--- config.mk ---
export PLATFORM = sky130hd
export DESIGN_NAME = alu_arbiter
export DESIGN_NICKNAME = d
export VERILOG_FILES = /design/src/rtl/alu_pkg.sv /design/src/rtl/alu.sv /design/src/rtl/alu_arbiter.sv
export SDC_FILE = /design/constraint.sdc
export NUM_CORES = 1
export LEC_CHECK = 0
export BUFFER_PORTS_ARGS = -buffer_cell sky130_fd_sc_hd__buf_2
export CAP_MARGIN = 0
export CORE_MARGIN = 2
export CORE_UTILIZATION = 35
export DETAILED_ROUTE_END_ITERATION = 10
export SLEW_MARGIN = 20
export SYNTH_ARGS = -nofsm -noshare
export SYNTH_HDL_FRONTEND = slang
export SYNTH_HIERARCHICAL = 1
export SYNTH_SLANG_ARGS = --single-unit
export TNS_END_PERCENT = 50
--- constraint.sdc ---
create_clock -name clk -period 4.29 [get_ports clk]
set_input_delay 0.858 -clock clk [delete_from_list [all_inputs] [get_ports clk]]
set_output_delay 0.858 -clock clk [all_outputs]
set_load 0.02 [all_outputs]
--- src/rtl/alu_pkg.sv ---
// Shared ALU command encoding and arbiter state encoding.
package alu_pkg;

    typedef enum logic [3:0] {
        AluAnd  = 4'd0,
        AluOr   = 4'd1,
        AluXor  = 4'd2,
        AluNot  = 4'd3,
        AluAddu = 4'd4,
        AluAdds = 4'd5,
        AluSubu = 4'd6,
        AluSubs = 4'd7,
        AluMulu = 4'd8
    } alu_cmd_e;

    localparam logic [3:0] ALU_CMD_MAX = 4'd8;

    typedef enum logic [1:0] {
        StIdle = 2'd0,
        StExec = 2'd1,
        StResp = 2'd2
    } alu_arb_state_e;

endpackage

--- src/rtl/alu.sv ---
// Combinational ALU: SIZE-bit operands, 2*SIZE-bit zero-extended result, overflow flag.
// Outputs are all-zero when disabled or when the command is not recognised.
module alu
    import alu_pkg::*;
#(
    parameter int unsigned SIZE = 4
) (
    input  logic                enable,
    input  logic [3:0]          cmd,
    input  logic [SIZE-1:0]     a,
    input  logic [SIZE-1:0]     b,
    output logic [2*SIZE-1:0]   result,
    output logic                overflow
);

    logic [SIZE:0]     sum;
    logic [SIZE:0]     diff;
    logic [2*SIZE-1:0] prod;

    assign sum  = {1'b0, a} + {1'b0, b};
    assign diff = {1'b0, a} - {1'b0, b};
    assign prod = {{SIZE{1'b0}}, a} * {{SIZE{1'b0}}, b};

    // Add/sub keep only SIZE bits; carry, borrow or signed overflow goes to the flag.
    always_comb begin
        result   = '0;
        overflow = 1'b0;
        if (enable) begin
            case (cmd)
                AluAnd:  result[SIZE-1:0] = a & b;
                AluOr:   result[SIZE-1:0] = a | b;
                AluXor:  result[SIZE-1:0] = a ^ b;
                AluNot:  result[SIZE-1:0] = ~a;
                AluAddu: begin
                    result[SIZE-1:0] = sum[SIZE-1:0];
                    overflow         = sum[SIZE];
                end
                AluAdds: begin
                    result[SIZE-1:0] = sum[SIZE-1:0];
                    overflow         = (a[SIZE-1] == b[SIZE-1]) && (sum[SIZE-1] != a[SIZE-1]);
                end
                AluSubu: begin
                    result[SIZE-1:0] = diff[SIZE-1:0];
                    overflow         = diff[SIZE];
                end
                AluSubs: begin
                    result[SIZE-1:0] = diff[SIZE-1:0];
                    overflow         = (a[SIZE-1] != b[SIZE-1]) && (diff[SIZE-1] != a[SIZE-1]);
                end
                AluMulu: begin
                    result   = prod;
                    overflow = |prod[2*SIZE-1:SIZE];
                end
                default: begin
                    result   = '0;
                    overflow = 1'b0;
                end
            endcase
        end
    end

endmodule

--- src/rtl/alu_arbiter.sv ---
// Two-port round-robin arbiter sharing one alu, with a registered, back-pressured response.
// Define ALU_ARB_ILLEGAL_CHECK_EN to flag commands above ALU_CMD_MAX via rsp_err.
module alu_arbiter
    import alu_pkg::*;
#(
    parameter int unsigned SIZE = 4
) (
    input  logic                clk,
    input  logic                rst,
    input  logic [1:0]          req_valid,
    output logic [1:0]          req_ready,
    input  logic [3:0]          req_cmd0,
    input  logic [3:0]          req_cmd1,
    input  logic [SIZE-1:0]     req_a0,
    input  logic [SIZE-1:0]     req_a1,
    input  logic [SIZE-1:0]     req_b0,
    input  logic [SIZE-1:0]     req_b1,
    output logic                rsp_valid,
    input  logic                rsp_ready,
    output logic                rsp_id,
    output logic [2*SIZE-1:0]   rsp_result,
    output logic                rsp_overflow,
    output logic                rsp_err
);

    localparam logic [1:0] IDLE = StIdle;
    localparam logic [1:0] EXEC = StExec;
    localparam logic [1:0] RESP = StResp;

    logic [1:0]          state_q, state_d;
    logic                last_q;
    logic [3:0]          cmd_q;
    logic [SIZE-1:0]     a_q, b_q;
    logic                id_q, err_q;
    logic [1:0]          grant;
    logic                sel;
    logic [3:0]          sel_cmd;
    logic                sel_err;
    logic                alu_en;
    logic [2*SIZE-1:0]   alu_result;
    logic                alu_ovf;
    logic [2*SIZE-1:0]   result_q;
    logic                ovf_q, rsp_err_q, rsp_id_q;

    // On a tie the port that was not served last wins.
    always_comb begin
        grant = 2'b00;
        if (state_q == IDLE && !rst) begin
            case (req_valid)
                2'b01:   grant = 2'b01;
                2'b10:   grant = 2'b10;
                2'b11:   grant = last_q ? 2'b01 : 2'b10;
                default: grant = 2'b00;
            endcase
        end
    end

    assign req_ready = grant;
    assign sel       = grant[1];
    assign sel_cmd   = sel ? req_cmd1 : req_cmd0;

`ifdef ALU_ARB_ILLEGAL_CHECK_EN
    assign sel_err = (sel_cmd > ALU_CMD_MAX);
`else
    assign sel_err = 1'b0;
`endif

    assign alu_en = (state_q == EXEC) && !err_q;

    alu #(
        .SIZE (SIZE)
    ) u_alu (
        .enable   (alu_en),
        .cmd      (cmd_q),
        .a        (a_q),
        .b        (b_q),
        .result   (alu_result),
        .overflow (alu_ovf)
    );

    always_comb begin
        state_d = state_q;
        case (state_q)
            IDLE:    if (|grant) state_d = EXEC;
            EXEC:    state_d = RESP;
            RESP:    if (rsp_ready) state_d = IDLE;
            default: state_d = IDLE;
        endcase
    end

    always_ff @(posedge clk or posedge rst) begin
        if (rst) begin
            state_q   <= IDLE;
            last_q    <= 1'b1;
            cmd_q     <= '0;
            a_q       <= '0;
            b_q       <= '0;
            id_q      <= 1'b0;
            err_q     <= 1'b0;
            result_q  <= '0;
            ovf_q     <= 1'b0;
            rsp_err_q <= 1'b0;
            rsp_id_q  <= 1'b0;
        end else begin
            state_q <= state_d;
            if (state_q == IDLE && |grant) begin
                last_q <= sel;
                id_q   <= sel;
                cmd_q  <= sel_cmd;
                a_q    <= sel ? req_a1 : req_a0;
                b_q    <= sel ? req_b1 : req_b0;
                err_q  <= sel_err;
            end
            if (state_q == EXEC) begin
                result_q  <= alu_result;
                ovf_q     <= alu_ovf;
                rsp_err_q <= err_q;
                rsp_id_q  <= id_q;
            end
        end
    end

    assign rsp_valid    = (state_q == RESP);
    assign rsp_id       = rsp_id_q;
    assign rsp_result   = result_q;
    assign rsp_overflow = ovf_q;
    assign rsp_err      = rsp_err_q;

endmodule

==> key figures <==
Run status
  • Status: finished, final reports clean

Placement
  • Final HPWL DP: 4270 um
  • I/O Buffers: 41
  • GP Congestion: about 0.9

Yosys
  • Synth unique cells: 59
  • Post-Synth Adder-Cell Area: 0.175
  • Post-synthesis area per instance: 8.79 um2
  • Compound-Gate Fraction of Synth Area: 0.220
  • Synth Area in Simple Gates: 0.161
  • Synth Flop Type: dfrtp_1
  • Combinational family with the most area after synthesis: compound AO/OA/AOI/OAI gates
  • XOR/XNOR share of the synthesized area: 0.0219
  • Post-Synthesis Cell Area: 2400 um2
  • Synth Warn #: 6
  • Register area share after synthesis: 0.272
  • Synthesized flop and latch total: 26
  • Synth Instances: 273
  • Multiplexer area fraction after synthesis: 0.0636
  • Post-synth EDFFs: 0
  • Ys async rst share: 1.00
  • Post-Synthesis Net Count: about 330

Worst setup path
  • Worst EP required: ~4.5 ns
  • Most frequent CP cell: fa_1
  • Reg-to-Reg Start: a_q[0]
  • Crit path from: a_q[0]
  • Largest stage delay, worst path: between 0.5 and 0.6 ns
  • Crit path arrival time: 3.38 ns
  • Crit end category: flip-flop
  • FF-to-FF path depth: 11
  • Critical-path cell list: nand2_1 > fa_1 > inv_1 > fa_1 > ha_1 > a21o_1 > a21oi_1 > o21ai_0 > xnor2_1 > nor2_1 > mux2_2
  • Critical path type: reg -> reg
  • R2r setup slk: 1.07 ns
  • Crit Path Max Fanout: 5
  • Worst r2r dst: rsp_result[7]
  • Worst path slowest cell: fa_1
  • CP Launch Type: flip-flop

Global route
  • Total grt overflow: 0
  • Total GRT Usage: 0.154
  • Initial antenna violation count: 0
  • Largest net degree at the start of global routing: 27
  • Number of global-route vias before repair: 2016
  • First-pass GRT wire length: 9450 um

Power
  • Max VDD drop: 0.340 mV
  • Power Dens Cells: 875 nW/um2
  • Leak: 1.29 nW
  • Total power: 0.00232 W

CTS
  • Worst-path clk slew: 0.09 ns
  • Setup bufs post-CTS: 0
  • CTS resizes: 0
  • TritonCTS Buffers: 3
  • Root buf cell: clkbuf_8
  • Sink Count: 26
  • Max clock buf depth: 2
  • Hold-fix buffers at CTS: 0
  • CTS tree: built
  • CTS H-tree lvls: 1
  • Clk Latency, worst-skew pair: 0.27 ns

STA
  • Slew margin rel.: 0.353
  • Setup Skew: around 0.0040 ns
  • Final period utilization: 0.751
  • Post-layout min period: 3.22 ns
  • Actual slew at the worst max-slew pin: approximately 0.97 ns
  • Max Fclk: about 310 MHz
  • TNS Setup: 0 ns
  • Max-slew violations: 0
  • RSZ-0062 raised after global routing: no
  • Hold Fails Final Rpt: 0
  • Setup violators final: 0

Route
  • Wirelength per Cell: about 14 um
  • Iter 0 DRT Violations: between 100 and 150
  • Pre-Repair DR Iteration Count: 4
  • Final WL: 5390 um
  • Vias: 2056
  • Residual DRC: 0
  • Antenna viol nets, final: 0
  • Vias/cell: 5.34

Floorplan
  • Die Span X: around 87 um
  • Number of I/O pins: 43
  • FP Rows: 30
  • Initial Utilization: 0.357
  • Die height: 86.8 um
  • Core area: ~6700 um2
  • Die area: 7530 um2

Finish
  • NumNets Final: 365
  • Fill cell total of the finished layout: 699
  • Layout area overhead: 10.6%
  • Ant. Diodes: 0
  • Share of layout cells above drive strength 1: 0.216

Min path
  • WHS Path Cells: 1
  • Hold EP: id_q
  • Worst hold-check path type: reg -> reg
  • Min-Delay Startpoint: id_q

Flow run
  • Max_cap viols: 0
## final cells by class
type                    instances  area, um2  share of cell area
repair buffers                 43        220              0.0830
inverters                      25       93.8              0.0354
well taps                      80        100              0.0377
clock buffers                   4       45.0              0.0170
flip-flops and latches         26        652               0.246
multi-input cells             207       1540               0.581
## cells by family (layout without fill, tap and decap cells)
| logic type | Yosys count | in the layout |
|---|---|---|
| muxes | 14 | 14 |
| buffers and inverters | 40 | 72 |
| and+or+nand+nor | 74 | 74 |
| xor gates and xnor gates | 6 | 6 |
| adders and majority gates | 30 | 30 |
| AOI/OAI and AO/OA | 82 | 82 |
| other | 1 | 1 |
| DFF | 26 | 26 |
## critical path: cells and delay by family, from the launching register on
| family | cells | cell delay, ns |
|---|---|---|
| fa+ha+maj | 3 | 1.35 |
| flops | 1 | 0.43 |
| mux | 1 | 0.26 |
| buf+inv | 1 | 0.06 |
| simple gates | 2 | 0.17 |
| xor+xnor | 1 | 0.18 |
| compound gates | 3 | 0.68 |
## layout by cell type, fill, tap and decap left out, types with 2 or more instances in the layout
cell type / netlist / routed
nor2b_1: 5 / 5
mux2_2: 10 / 10
a22oi_1: 2 / 2
nor3_1: 4 / 4
o21ai_1: 3 / 3
dfrtp_1: 25 / 25
nand2_1: 11 / 11
nor3b_1: 2 / 2
fa_1: 6 / 6
ha_1: 24 / 24
clkbuf_8: 2 / 3
a21boi_0: 2 / 2
a21o_1: 4 / 4
a221oi_1: 4 / 4
nor2_1: 23 / 23
o21ai_0: 16 / 16
o211ai_1: 2 / 2
mux2i_1: 4 / 4
nand2b_1: 4 / 4
nand3_1: 14 / 14
buf_2: 2 / 41
inv_1: 25 / 25
xnor2_1: 5 / 5
a31oi_1: 12 / 12
buf_4: 4 / 2
a21oi_1: 21 / 21
## state kept, by name, indices dropped and copies added, names as in the netlist
signal and cells:
rsp_overflow 1, last_q 1, state_q 2, id_q 1, cmd_q 4, b_q 4, rsp_result 8, rsp_id 1
a_q 4
## Yosys cell counts, types with 3 or more instances
master | number | area [um2]
a31oi_1 | 12 | 75.1
a221oi_1 | 4 | 35.0
buf_4 | 4 | 30.0
nand3_1 | 14 | 70.1
nor3_1 | 4 | 20.0
clkbuf_1 | 4 | 15.0
nand2_1 | 11 | 41.3
o21ai_0 | 16 | 80.1
a21oi_1 | 21 | 105
a21o_1 | 4 | 30.0
mux2i_1 | 4 | 40.0
nor2_1 | 23 | 86.3
o21ai_1 | 3 | 15.0
dfrtp_1 | 25 | 626
fa_1 | 6 | 120
ha_1 | 24 | 300
xnor2_1 | 5 | 43.8
nand2b_1 | 4 | 25.0
mux2_2 | 10 | 113
nor2b_1 | 5 | 31.3
inv_1 | 25 | 93.8
## routing by layer
metal  track usage  up-vias  routed length (um)
met3        0.0152        6                 174
met4        0.0369        0                  59
met2         0.263       54                2610
met1         0.210      969                2550
met5             0        -                   0
li1              -     1027                   -
## per-stage QoR
step / util / worst slack [ns] / instance area, um2 / hold slack (ns) / instances
2_1_floorplan: - / 1.32 / 2400 / 0.444 / 273
3_3_place_gp: 0.388 / 1.17 / 2610 / 0.475 / 381
3_5_place_dp: 0.388 / 1.10 / 2610 / 0.477 / 381
4_1_cts: 0.395 / 1.08 / 2650 / 0.499 / 385
5_1_grt: 0.395 / 0.809 / 2650 / 0.528 / 385
6_report: 0.395 / 1.07 / 2650 / 0.493 / 385
## where the power goes
group / switching, W / internal [W]
combinational: 0.000960 / 0.000769
clock: 0.0000750 / 0.0000665
sequential: 0.000128 / 0.000324
## worst max-delay path by stage
stage	cells past startpoint	to	slack (ns)
2_1_floorplan	11	rsp_overflow	1.32
3_3_place_gp	11	rsp_overflow	1.17
3_5_place_dp	11	rsp_overflow	1.10
4_1_cts	11	rsp_overflow	1.08
5_1_grt	11	rsp_overflow	0.81
6_report	11	rsp_result[7]	1.07
Power figures use the tool's default switching activity.
